===== config.mk =====
export PLATFORM = sky130hd
export DESIGN_NAME = nic_controller
export DESIGN_NICKNAME = d
export VERILOG_FILES = /design/src/rtl/nic_controller.sv
export SDC_FILE = /design/constraint.sdc
export NUM_CORES = 1
export LEC_CHECK = 0
export BUFFER_PORTS_ARGS = -buffer_cell sky130_fd_sc_hd__buf_2
export CAP_MARGIN = 0
export CORE_UTILIZATION = 35
export DETAILED_ROUTE_END_ITERATION = 16
export SKIP_LAST_GASP = 1
export SLEW_MARGIN = 25
export SYNTH_ARGS = -nofsm -noshare
export SYNTH_HDL_FRONTEND = slang
export SYNTH_SLANG_ARGS = --single-unit

===== constraint.sdc =====
create_clock -name clk -period 8.5 [get_ports clk]
set_input_delay 0.85 -clock clk [delete_from_list [all_inputs] [get_ports clk]]
set_output_delay 0.85 -clock clk [all_outputs]
set_load 0.01 [all_outputs]

===== src/rtl/nic_controller.sv =====
// nic_controller: single-entry input/output packet buffers between the processor NIC port and a router port (NIC_POLARITY_EN gates sends on the VC phase).
module nic_controller #(
  parameter int DATA_WIDTH = 64
) (
  input  logic                  clk,
  input  logic                  rst,
  input  logic [1:0]            adder_nic,
  input  logic                  nicEn,
  input  logic                  nicEnWr,
  input  logic [DATA_WIDTH-1:0] nic_dataIn,
  output logic [DATA_WIDTH-1:0] nic_dataOut,
  input  logic                  net_si,
  output logic                  net_ri,
  input  logic [DATA_WIDTH-1:0] net_di,
  output logic                  net_so,
  input  logic                  net_ro,
  output logic [DATA_WIDTH-1:0] net_do,
  input  logic                  net_polarity
);
  logic [DATA_WIDTH-1:0] in_buf_q, in_buf_d, out_buf_q, out_buf_d, dout_q, dout_d;
  logic                  in_full_q, in_full_d, out_full_q, out_full_d;
  logic                  rd, wr, in_acc, send;
  assign net_ri = !in_full_q;
`ifdef NIC_POLARITY_EN
  assign net_so = out_full_q && (out_buf_q[DATA_WIDTH-1] == net_polarity);
`else
  assign net_so = out_full_q;
`endif
  assign net_do      = out_buf_q;
  assign nic_dataOut = dout_q;
  assign rd     = nicEn && !nicEnWr;
  assign wr     = nicEn && nicEnWr && adder_nic == 2'b10 && !out_full_q;
  assign in_acc = net_si && net_ri;
  assign send   = net_so && net_ro;
  // Status reads sample the pre-edge flags; buffer reads may return stale data.
  always_comb begin
    in_buf_d   = in_acc ? net_di : in_buf_q;
    in_full_d  = in_acc ? 1'b1 : (rd && adder_nic == 2'b00) ? 1'b0 : in_full_q;
    out_buf_d  = wr ? nic_dataIn : out_buf_q;
    out_full_d = send ? 1'b0 : wr ? 1'b1 : out_full_q;
    dout_d     = !rd                  ? dout_q :
                 adder_nic == 2'b00   ? in_buf_q :
                 adder_nic == 2'b01   ? {{(DATA_WIDTH-1){1'b0}}, in_full_q} :
                 adder_nic == 2'b11   ? {{(DATA_WIDTH-1){1'b0}}, out_full_q} :
                                        '0;
  end
  always_ff @(posedge clk or posedge rst) begin
    if (rst) begin
      in_buf_q   <= '0;
      out_buf_q  <= '0;
      dout_q     <= '0;
      in_full_q  <= 1'b0;
      out_full_q <= 1'b0;
    end else begin
      in_buf_q   <= in_buf_d;
      out_buf_q  <= out_buf_d;
      dout_q     <= dout_d;
      in_full_q  <= in_full_d;
      out_full_q <= out_full_d;
    end
  end
endmodule

# [Word-level counts from Yosys, hierarchy flattened]
# Cells that the tools add are included.
# Widths: inputs -> output; s select.
[totals] register_bits=194 input_bits=137 out_inout_bits=130
[op_classes] n_eq_ne=3 n_mux=7 n_reduce_logical=13
[ops] op="$mux 64" n=1
[ops] op="$logic_and 1x1->1" n=7
[ops] op="$mux 1" n=6
[ops] op="$eq 2x2->1 const B" n=2
[ops] op="$reduce_bool 2->1" n=2
[ops] op="$logic_not 1->1" n=3
[ops] op="$eq 2x1->1 const B" n=1
[ops] op="$logic_not 2->1" n=1

# [Logic depth before layout (Yosys ltp)]
# Gate-level depths: netlist of run 1.
[depth] word_depth=5 depth_mapped=5

# [Worst setup path before layout of run 1]
# Ideal clock, no wire load.
[synth_timing] path_kind="input to register" start="input net_si" end="register in_buf_q[10]" setup_ps=125 arrival_time_ps=1726 setup_slack_ps=6649 stages=4 cell_sequence="nor2b_1 buf_2 buf_2 mux2_2"
[synth_between] elab_chain_cells=1
[synth_lines] item="start, declared" line="12" source="input logic net_si,"
[synth_lines] item="$logic_and 1x1->1" line="33" source="assign in_acc = net_si && net_ri;"
[synth_lines] item="end signal, assigned" line="55" source="in_buf_q <= in_buf_d;"
[synth_lines] item="end, declared" line="20" source="logic [DATA_WIDTH-1:0] in_buf_q, in_buf_d, out_buf_q, out_buf_d, dout_q, dout_d;"
# Every way passes these cells.
# A chain may end at the register's enable or synchronous reset.

# [Final worst setup path of run 1]
[layout_timing] start="input nicEnWr" end="register dout_q[10] (netlist: nic_dataOut[10])"
[layout_between] elab_chain_cells=2
[layout_lines] item="start, declared" line="9" source="input logic nicEnWr,"
[layout_lines] item="$logic_not 1->1" line="31" source="assign rd = nicEn && !nicEnWr;"
[layout_lines] item="$logic_and 1x1->1" line="31"
[layout_lines] item="end signal, assigned" line="57" source="dout_q <= dout_d;"
[layout_lines] item="end, declared" line="20"
# Every way passes these cells.

==> results of run 1 <==
## flip-flops by register name, summed over array words and instances (netlist names)
name / cells
in_buf_q: 64
net_do: 64
in_full_q: 1
nic_dataOut: 64
net_so: 1
## worst max-delay path by stage
stage                     startpoint         endpoint  cells past startpoint
after CTS                    nicEnWr  nic_dataOut[34]                      6
after global routing         nicEnWr  nic_dataOut[10]                      6
final                        nicEnWr  nic_dataOut[10]                      6
after global placement       nicEnWr  nic_dataOut[15]                      5
after detailed placement     nicEnWr  nic_dataOut[26]                      6
after floorplan                  rst      in_buf_q[0]                      1
## area by class of cell
class,count,share of cell area (%)
flip-flops and latches,194,51.2
well taps,270,3.56
clock inverters,11,1.24
multi-input cells,202,23.9
repair buffers,272,14.9
clock buffers,21,4.96
inverters,4,0.238
## cell usage in the layout (no fill, tap or decap), types with 2 or more instances in the layout
cell          n
mux2_4       49
inv_1         3
nor2_1        2
clkinvlp_4    2
mux2_2       80
dfrtp_1     194
clkbuf_16    17
clkbuf_8      3
a22o_1       63
inv_8         2
clkinv_4      3
inv_6         4
buf_4         4
buf_2       265
## critical path, cell delays in order
cell	delay (ns)
buf_2	0.11
nand2b_2	0.19
nor3_4	0.60
buf_8	0.23
buf_4	0.41
a22o_1	0.21
## per-stage QoR
stage,cells,setup WS (ns)
floorplan,427,2.37
global placement,940,5.60
detailed placement,941,5.79
CTS,973,6.25
global route,974,6.12
finish,974,6.24
## power groups by stage
stage,logic (mW),clock network [mW],registers (mW)
final,0.660,0.792,1.35
after global routing,0.716,0.857,1.39
after detailed placement,0.670,0,1.37
after global placement,0.649,0,1.35
after CTS,0.671,0.820,1.36
after floorplan,0.377,0,1.40
## cells by family (layout without fill, tap and decap cells)
family / Yosys count / after routing
flops: 194 / 194
mux: 129 / 129
compound gates: 67 / 67
buf+inv: 31 / 308
simple gates: 6 / 6
## routing by layer
layer | wire length [um] | global-route usage (%) | part of all wire, % | vias up
met2 | 7620 | 25.3 | 46 | 199
met5 | 25 | 0 | 0.15 | -
li1 | - | - | - | 2080
met1 | 7410 | 20.6 | 44 | 2341
met3 | 1460 | 5.97 | 8.7 | 15
met4 | 157 | 4.53 | 0.94 | 4
==> impl_metrics.csv, run 1 <==
group,metric,value,unit
run_status,outcome,"completed",
yosys,yosys.cell_types.count,18,
detailed_routing,route.vias.total,4639,
yosys,syn-num-nets,564,
power_and_ir_drop,max-vdd-ir-drop,0.000145,V
power_and_ir_drop,power_switching,779,uW
sta,slew_violations,0,
yosys,yosys.area.top_type_share,66.6,%
critical_path,crit_fanout,37,
cells_and_area,syn2layout_area_growth,30.0,%
yosys,yosys_warnings,0,
clocking,cts_resized,0,
sta,min_period,2.26,ns
detailed_routing,routed_wl,16.7,mm
yosys,postSynthCellCount,427,
clocking,path_clk_slew,0.08,ns
critical_path,endpoint_kind,"register",
critical_path,r2r-end,"in_buf_q[27]",
worst_hold_path,hold_class,"register to register",
sta,fmax,443,MHz
yosys,synth_top_family_by_area,"multiplexers",
power_and_ir_drop,seq_power_share,48.3,%
yosys,synth_top_area_cell,"dfrtp_1",
clocking,h-tree-depth,4,
clocking,root_buffer,"clkbuf_16",
global_route,grt_pass1_wl,27.0,mm
yosys,synth_compound_area_share,7.93,%
critical_path,start_kind,"input pin",
cells_and_area,multi_input_comb_area,2270,um2
die,ioPinCount,267,
yosys,synthFlopType,"dfrtp_1",
power_and_ir_drop,p_int,2.03,mW
sta,setup_viol,0,
die,dieArea,21400,um2
clocking,clk_latency,0.42,ns
clocking,cts.path.max_buffers,2,
detailed_routing,drc_errors,0,
die,core_area,20300,um2
worst_hold_path,hold_end,"nic_dataOut[36]",
yosys,synth.most_common_cell,"dfrtp_1",
cells_and_area,antenna_cells,0,
critical_path,worstPathArrival,2.62,ns
sta,tightestPinTransition,0.824,ns
detailed_routing,via_per_inst,4.76,
global_route,grt_max_degree,123,
sta,rsz0062_at_grt,"false",
clocking,numCtsBuffers,17,
placement,place_area,8860,um2
yosys,synthTopCellsByCount,"dfrtp_1 (194), mux2_2 (80), a22o_1 (63), mux2_4 (49), buf_2 (19)",
yosys,syn_area_per_cell,17.1,um2
cells_and_area,final_util,46.7,%
placement,place_congestion,0.866,
critical_path,r2r_slack,6.37,ns
yosys,yosys.area_share.xor_xnor,0,%
placement,port_buffers,265,
die,initial_core_util,35.9,%
detailed_routing,drt_iter0_drc,120,
critical_path,cp_data_required_time,8.86,ns
sta,hold_slack,0.490,ns
power_and_ir_drop,switching_share,27.7,%
critical_path,reg2regPathDepth,3,
critical_path,timing.rr.start,"in_full_q",
detailed_routing,drt_first_pass_iters,4,
clocking,numClockSinks,194,
global_route,antenna_found_initial,3,
global_route,first_global_vias,4965,
cells_and_area,seq_area,4850,um2
global_route,gr-total-overflow,0,
clocking,post-cts-setup-buffers,0,
yosys,synth_adder_area_share,0,%
global_route,grt_use_total,16.0,%
die,fp.dieW,146,um
yosys,synthesis.area,7290,um2
worst_hold_path,hold_start,"in_buf_q[36]",
yosys,synth_area_leaders,"dfrtp_1 (67%), mux2_2 (12%), mux2_4 (10%), a22o_1 (7.6%), buf_2 (1.3%)",
power_and_ir_drop,power_frac_clock,28.2,%
yosys,synth_edf_count,0,
power_and_ir_drop,power-per-cell-area,296,nW/um2
cells_and_area,final_layout_size_suffix_gt1_share,61.9,%
die,rows,52,
sta,finalHoldViolCount,0,
power_and_ir_drop,p_total,2.81,mW
sta,slew-limit-headroom,45.1,%
sta,finalSetupTns,0,ns
detailed_routing,postRouteAntennaNets,0,
clocking,hold_buffers,0,
yosys,synthMuxAreaShare,22.4,%
power_and_ir_drop,power_frac_comb,23.5,%
cells_and_area,fillers,1849,
worst_hold_path,whs_path_depth,1,
clocking,cts_tree,"yes",
placement,place_hpwl,11.3,mm
detailed_routing,wire_per_inst,17.1,um
power_and_ir_drop,power.leakage,4.92,nW
sta,period_share,26.5,%
yosys,async_flop_share,100,%
yosys,ys_seq_elements,194,
cells_and_area,nNetsFinal,828,
sta,fin_worst_skew,0.0103,ns
yosys,yosys.area_share.simple,0.583,%
critical_path,worstSetupPathType,"input pin to register",
yosys,ys_seq_area_share,66.6,%
job,cap_violations,0,
die,fp.dieH,146,um
cells_and_area,fin_area,9480,um2
(Power assumes the default switching activity.)
==> run 2: changes to the inputs <==
==> constraint.sdc (replaced) <==
create_clock -name clk -period 1.9 [get_ports clk]
set_input_delay 0.19 -clock clk [delete_from_list [all_inputs] [get_ports clk]]
set_output_delay 0.19 -clock clk [all_outputs]
set_load 0.01 [all_outputs]
==> run 2 against run 1 <==
Effect of this change:
- flip-flop and latch count is the same
- worst setup slack lost 5.9 ns
- combinational power grew to 4.9 times the previous value
- non-clock buffer count grew 131
- clock-buffer cell count shrank 1
- clock skew is essentially flat
- first-iteration DRC count grew 17%
- register-to-register slack lost 6.0 ns
- routed wire length grew 10%
- final cell count grew 13%
- via count grew 11%
- sequential share of layout area shrank 6.4 points
- largest cell class unchanged
==> impl_metrics.csv, run 2 (synthesis results as in run 1) <==
group,metric,value,unit
sta,min_period,1.53,ns
global_route,grt_pass1_wl,29.9,mm
job,cap_violations,0,
power_and_ir_drop,power.leakage,5.49,nW
sta,slew_violations,0,
critical_path,start_kind,"register",
cells_and_area,syn2layout_area_growth,48.5,%
clocking,post-cts-setup-buffers,0,
global_route,grt_max_degree,65,
critical_path,crit_fanout,32,
detailed_routing,wl_met2,8.82,mm
critical_path,r2r-end,"net_do[59]",
power_and_ir_drop,p_total,12.8,mW
detailed_routing,wl_met3,1.41,mm
worst_hold_path,hold_end,"net_do[59]",
clocking,clk_latency,0.42,ns
power_and_ir_drop,seq_power_share,47.5,%
detailed_routing,drt_iter0_drc,140,
global_route,antenna_found_initial,0,
sta,setup_viol,0,
sta,rsz0062_at_grt,"false",
cells_and_area,antenna_cells,0,
placement,place_hpwl,11.7,mm
clocking,root_buffer,"clkbuf_16",
sta,period_share,80.6,%
detailed_routing,via_per_inst,4.67,
power_and_ir_drop,max-vdd-ir-drop,0.000603,V
power_and_ir_drop,switching_share,28.3,%
global_route,grt_use_total,17.8,%
detailed_routing,route.vias.total,5155,
die,rows,52,
detailed_routing,drt_first_pass_iters,6,
sta,hold_slack,0.0208,ns
detailed_routing,highest_layer,"met4",
detailed_routing,routed_wl,18.4,mm
cells_and_area,final_layout_size_suffix_gt1_share,53.4,%
placement,place_congestion,0.865,
die,core_area,20300,um2
cells_and_area,final_common_cell,"buf_2",
cells_and_area,final_util,53.4,%
power_and_ir_drop,power-per-cell-area,1180,nW/um2
detailed_routing,wire_per_inst,16.6,um
sta,tightestPinTransition,0.495,ns
cells_and_area,multi_input_comb_area,2270,um2
die,dieArea,21400,um2
global_route,first_global_vias,5748,
power_and_ir_drop,p_int,9.18,mW
worst_hold_path,hold_class,"input pin to register",
clocking,numClockSinks,194,
detailed_routing,m1WireLength,7.97,mm
sta,fin_worst_skew,0.0103,ns
sta,finalSetupTns,0,ns
critical_path,worstSetupPathType,"register to register",
critical_path,worstPathArrival,1.84,ns
power_and_ir_drop,power_frac_clock,27.3,%
cells_and_area,fillers,1702,
die,initial_core_util,35.9,%
detailed_routing,postRouteAntennaNets,0,
clocking,path_clk_slew,0.07,ns
placement,port_buffers,265,
critical_path,cp_data_required_time,2.21,ns
die,fp.dieH,146,um
cells_and_area,final_cell_mix,"buf_2 (265), dfrtp_1 (194), dlygate4sd3_1 (122)",
cells_and_area,seq_area,4850,um2
critical_path,timing.rr.start,"net_so",
die,ioPinCount,267,
power_and_ir_drop,power_switching,3.63,mW
worst_hold_path,whs_path_depth,2,
sta,finalHoldViolCount,0,
clocking,cts.path.max_buffers,2,
detailed_routing,drc_errors,0,
sta,slew-limit-headroom,67.0,%
worst_hold_path,hold_start,"nic_dataIn[59]",
clocking,numCtsBuffers,17,
die,fp.dieW,146,um
clocking,h-tree-depth,4,
global_route,gr-total-overflow,0,
clocking,cts_resized,0,
cells_and_area,nNetsFinal,959,
clocking,cts_tree,"yes",
power_and_ir_drop,power_frac_comb,25.2,%
critical_path,r2r_slack,0.37,ns
run_status,outcome,"completed",
critical_path,endpoint_kind,"register",
sta,fmax,653,MHz
critical_path,reg2regPathDepth,5,
==> run 2: changes by cell type in the layout (fill, tap and decap cells not counted), sizes merged <==
| cell | delta |
|---|---|
| clkbuf | -1 |
| buf | +9 |
| inv | +2 |
| bufinv | -1 |
| dlygate4sd3 | +122 |
==> run 2: how the worst max path moves through the flow <==
| stage | cells past startpoint | slack [ns] | to | start |
|---|---|---|---|---|
| finish | 5 | 0.37 | net_do[59] | net_so |
| global route | 5 | 0.30 | net_do[59] | net_so |
| CTS | 5 | 0.36 | net_do[59] | net_so |
| detailed placement | 5 | 0.37 | net_do[59] | net_so |
| global placement | 5 | 0.41 | net_do[46] | net_so |
| floorplan | 1 | -0.79 | in_buf_q[0] | rst |
==> run 2: timing repair <==
item                                   in CTS  in global routing
endpoints found under the hold margin     125                  3
setup endpoints to repair                   0                  0
hold buffers                              119                  3
==> run 2: power by group through the flow <==
stage | Clock, mW | Sequential, mW | Combinational [mW]
CTS | 3.62 | 6.07 | 3.26
global route | 3.79 | 6.26 | 3.50
floorplan | 0 | 6.28 | 1.69
detailed placement | 0 | 6.14 | 3.06
finish | 3.49 | 6.08 | 3.23
global placement | 0 | 6.06 | 2.96
==> run 2: layer usage <==
metal | global-route usage (%) | up-vias
li1 | - | 2342
met3 | 6.41 | 11
met1 | 22.1 | 2601
met4 | 4.58 | 0
met2 | 29.3 | 201
met5 | 0 | -
==> run 2: worst max-delay path, stage by stage (launching register included) <==
cell and delay, ns:
dfrtp_1 0.39, nor2_1 0.06, nand4_1 0.13, buf_12 0.18
buf_12 0.25, mux2_2 0.37
==> run 2: stage by stage <==
| stage | setup WS (ns) | cell area [um2] | instances |
|---|---|---|---|
| floorplan | -0.794 | 7300 | 427 |
| global placement | 0.406 | 9040 | 951 |
| detailed placement | 0.365 | 9040 | 951 |
| CTS | 0.357 | 10800 | 1102 |
| global route | 0.297 | 10800 | 1105 |
| finish | 0.369 | 10800 | 1105 |
==> run 2: final cells by class <==
| class | count | area share, % |
|---|---|---|
| inverter | 4 | 0.173 |
| clock buffer | 20 | 4.31 |
| multi-input combinational | 202 | 20.9 |
| clock inverter | 12 | 0.993 |
| timing repair buffer | 403 | 25.7 |
| sequential | 194 | 44.8 |
| tap | 270 | 3.12 |
==> run 3: changes to the inputs <==
--- a/config.mk
+++ b/config.mk
@@ -5,6 +5,7 @@
 export SDC_FILE = /design/constraint.sdc
 export NUM_CORES = 1
 export LEC_CHECK = 0
+export ABC_AREA = 1
 export BUFFER_PORTS_ARGS = -buffer_cell sky130_fd_sc_hd__buf_2
 export CAP_MARGIN = 0
 export CORE_UTILIZATION = 35
==> constraint.sdc (replaced) <==
create_clock -name clk -period 1.4 [get_ports clk]
set_input_delay 0.14 -clock clk [delete_from_list [all_inputs] [get_ports clk]]
set_output_delay 0.14 -clock clk [all_outputs]
set_load 0.01 [all_outputs]
==> run 3 against run 2 <==
Effect of this change:
- routed wire length grew 13%
- clock-buffer cell count shrank 1
- via count grew 30%
- final cell count grew 37%
- hold slack gained 0.053 ns
- synthesized cell count grew 95%
- worst setup slack lost 0.25 ns
- sequential power grew 30%
- register-to-register slack lost 0.25 ns
- first-iteration DRC count grew 25%
- largest power group unchanged
==> impl_metrics.csv, run 3 <==
group,metric,value,unit
run_status,outcome,"completed",
job,cap_violations,0,
sta,fin_ws,0.115,ns
placement,dp_slack,0.176,ns
global_route,gr-total-overflow,0,
sta,tightestPinTransition,0.462,ns
worst_hold_path,hold_start,"adder_nic[0]",
clocking,cts_resized,0,
yosys,synthTopCellsByCount,"nand2_1 (487), dfrtp_1 (194), nand3_1 (61), buf_2 (18), inv_1 (14)",
yosys,synth_edf_count,0,
cells_and_area,antenna_cells,0,
global_route,grt_use_total,19.2,%
sta,setup_viol,0,
die,initial_core_util,35.6,%
cells_and_area,syn2layout_area_growth,49.1,%
critical_path,cp.buffers_inverters,3,
critical_path,worstPathArrival,1.63,ns
critical_path,timing.rr.start,"in_full_q",
detailed_routing,via_per_inst,4.43,
global_route,grt_max_degree,85,
clocking,root_buffer,"clkbuf_16",
placement,place_hpwl,12.3,mm
yosys,synth.most_common_cell,"nand2_1",
clocking,cts_tree,"yes",
die,fp.dieH,148,um
cells_and_area,nNetsFinal,1362,
clocking,numCtsBuffers,17,
critical_path,cp_top_family,"buffers and inverters",
cells_and_area,fin_area,11200,um2
power_and_ir_drop,max-vdd-ir-drop,0.000780,V
yosys,syn_area_per_cell,8.98,um2
critical_path,cp_data_required_time,1.74,ns
detailed_routing,wire_per_inst,13.8,um
cells_and_area,fillers,1923,
yosys,synth_top_area_cell,"dfrtp_1",
critical_path,cpMaxStageDelayCell,"dfrtp_1",
die,dieArea,22000,um2
power_and_ir_drop,power-per-cell-area,1570,nW/um2
critical_path,path_cells,"inv_2 -> buf_4 -> nand2_2 -> buf_12 -> nor2_1 -> a21oi_1",
detailed_routing,drt_iter0_drc,175,
yosys,yosys_warnings,0,
sta,rsz0062_at_grt,"false",
yosys,synthesis.area,7490,um2
power_and_ir_drop,power.leakage,6.33,nW
sta,fmax,778,MHz
yosys,ys_seq_elements,194,
sta,fin_worst_skew,0.0110,ns
die,core_area,21000,um2
yosys,postSynthCellCount,834,
clocking,h-tree-depth,4,
cells_and_area,fin_cells,1511,
placement,place_congestion,0.735,
yosys,async_flop_share,100,%
yosys,ys_seq_area_share,64.9,%
detailed_routing,postRouteAntennaNets,0,
cells_and_area,final_cell_mix,"nand2_1 (485), buf_2 (265), dfrtp_1 (194)",
worst_hold_path,hold_class,"input pin to register",
placement,dp.cells,1345,
detailed_routing,drc_errors,0,
yosys,syn-num-nets,971,
placement,place_area,9140,um2
cells_and_area,final_layout_size_suffix_gt1_share,26.3,%
critical_path,worstSetupPathType,"register to register",
sta,finalSetupTns,0,ns
critical_path,endpoint_kind,"register",
sta,finalHoldViolCount,0,
cells_and_area,multi_input_comb_area,2300,um2
critical_path,cp_slowest_stage_delay,0.39,ns
clocking,cts.path.max_buffers,2,
critical_path,critPathLaunch,"in_full_q",
clocking,path_clk_slew,0.07,ns
detailed_routing,routed_wl,20.8,mm
yosys,synthFlopType,"dfrtp_1",
detailed_routing,drt_first_pass_iters,4,
critical_path,crit_fanout,27,
global_route,antenna_found_initial,0,
critical_path,start_kind,"register",
global_route,first_global_vias,6760,
sta,slew_violations,0,
sta,slew-limit-headroom,69.2,%
clocking,clk_latency,0.42,ns
placement,port_buffers,265,
cells_and_area,seq_area,4850,um2
clocking,numClockSinks,194,
yosys,yosys.cell_types.count,15,
cells_and_area,final_common_cell,"nand2_1",
sta,period_share,91.8,%
die,rows,53,
global_route,grt_pass1_wl,33.5,mm
yosys,yosys.area.top_type_share,64.9,%
sta,min_period,1.28,ns
die,ioPinCount,267,
die,fp.dieW,148,um
yosys,synth_area_leaders,"dfrtp_1 (65%), nand2_1 (24%), nand3_1 (4.1%), buf_6 (1.7%), buf_2 (1.2%)",
detailed_routing,route.vias.total,6693,
## run 3: cell count changes after synthesis, moves of 8 or more
cell	delta
nand2_1	+487
mux2_2	-80
a22o_1	-63
nand3_1	+61
mux2_4	-49
inv_1	+10
nor2_1	+10
clkbuf_1	+8
o21ai_0	+8
## run 3: kinds of logic (layout without fill, tap and decap cells)
kind of cell           count (synthesis)  in the layout  synth area share [%]
AOI/OAI and AO/OA                     16             16                  1.07
buffers and inverters                 61            463                  4.66
and+or+nand+nor                      563            563                  29.4
DFF                                  194            194                  64.9
## run 3: per-stage QoR
stage | utilization (%) | power, mW | hold slack (ns)
2_1_floorplan | - | 10.1 | 0.236
3_3_place_gp | 43.5 | 11.7 | 0.244
3_5_place_dp | 43.5 | 11.8 | 0.243
4_1_cts | 53.0 | 17.7 | 0.0528
5_1_grt | 53.1 | 18.6 | 0.0683
6_report | 53.1 | 17.5 | 0.0734
## run 3: power by group
part           internal [mW]  switching [mW]  leakage, nW
clock network           3.04            2.11        0.300
logic                   2.00            2.42         3.55
registers               7.16           0.760         2.48
## run 3: layer usage
metal	part of all wire (%)	global-route usage, %	vias to the layer above
li1	-	-	3341
met1	44	23.9	3106
met2	47	32.3	226
met3	6.9	5.67	20
met4	1.2	5.15	0
met5	0	0	-
## run 3: path summary, 6_finish.rpt
check,slack [ns],cells past startpoint,to
worst max-delay path,0.12,6,in_buf_q[4]
worst min-delay path,0.07,4,nic_dataOut[0]
worst max register to register,0.12,6,in_buf_q[4]
worst min register to register,0.47,2,net_do[12]
max in group asynchronous,0.56,5,nic_dataOut[32]
min in group asynchronous,0.35,4,nic_dataOut[1]
## run 3: final cells by class
| cell class | count | area share, % |
|---|---|---|
| sequential | 194 | 43.5 |
| timing repair buffer | 417 | 26.7 |
| multi-input combinational | 579 | 20.6 |
| clock buffer | 19 | 3.97 |
| tap | 275 | 3.08 |
| clock inverter | 11 | 1.58 |
| inverter | 16 | 0.572 |
## run 3: worst reg2reg max path, stage by stage (launching register included)
cell and delay [ns]:
dfrtp_1 0.39, inv_2 0.07, buf_4 0.15, nand2_2 0.21, buf_12 0.21, nor2_1 0.07
a21oi_1 0.12
## run 3: repair_timing
action                                  in CTS  in global routing
setup buffers                                2                  2
hold buffers                               130                  0
endpoints found under the setup margin       1                  1
hold endpoints to repair                   247                  0
cloned                                       2                  0
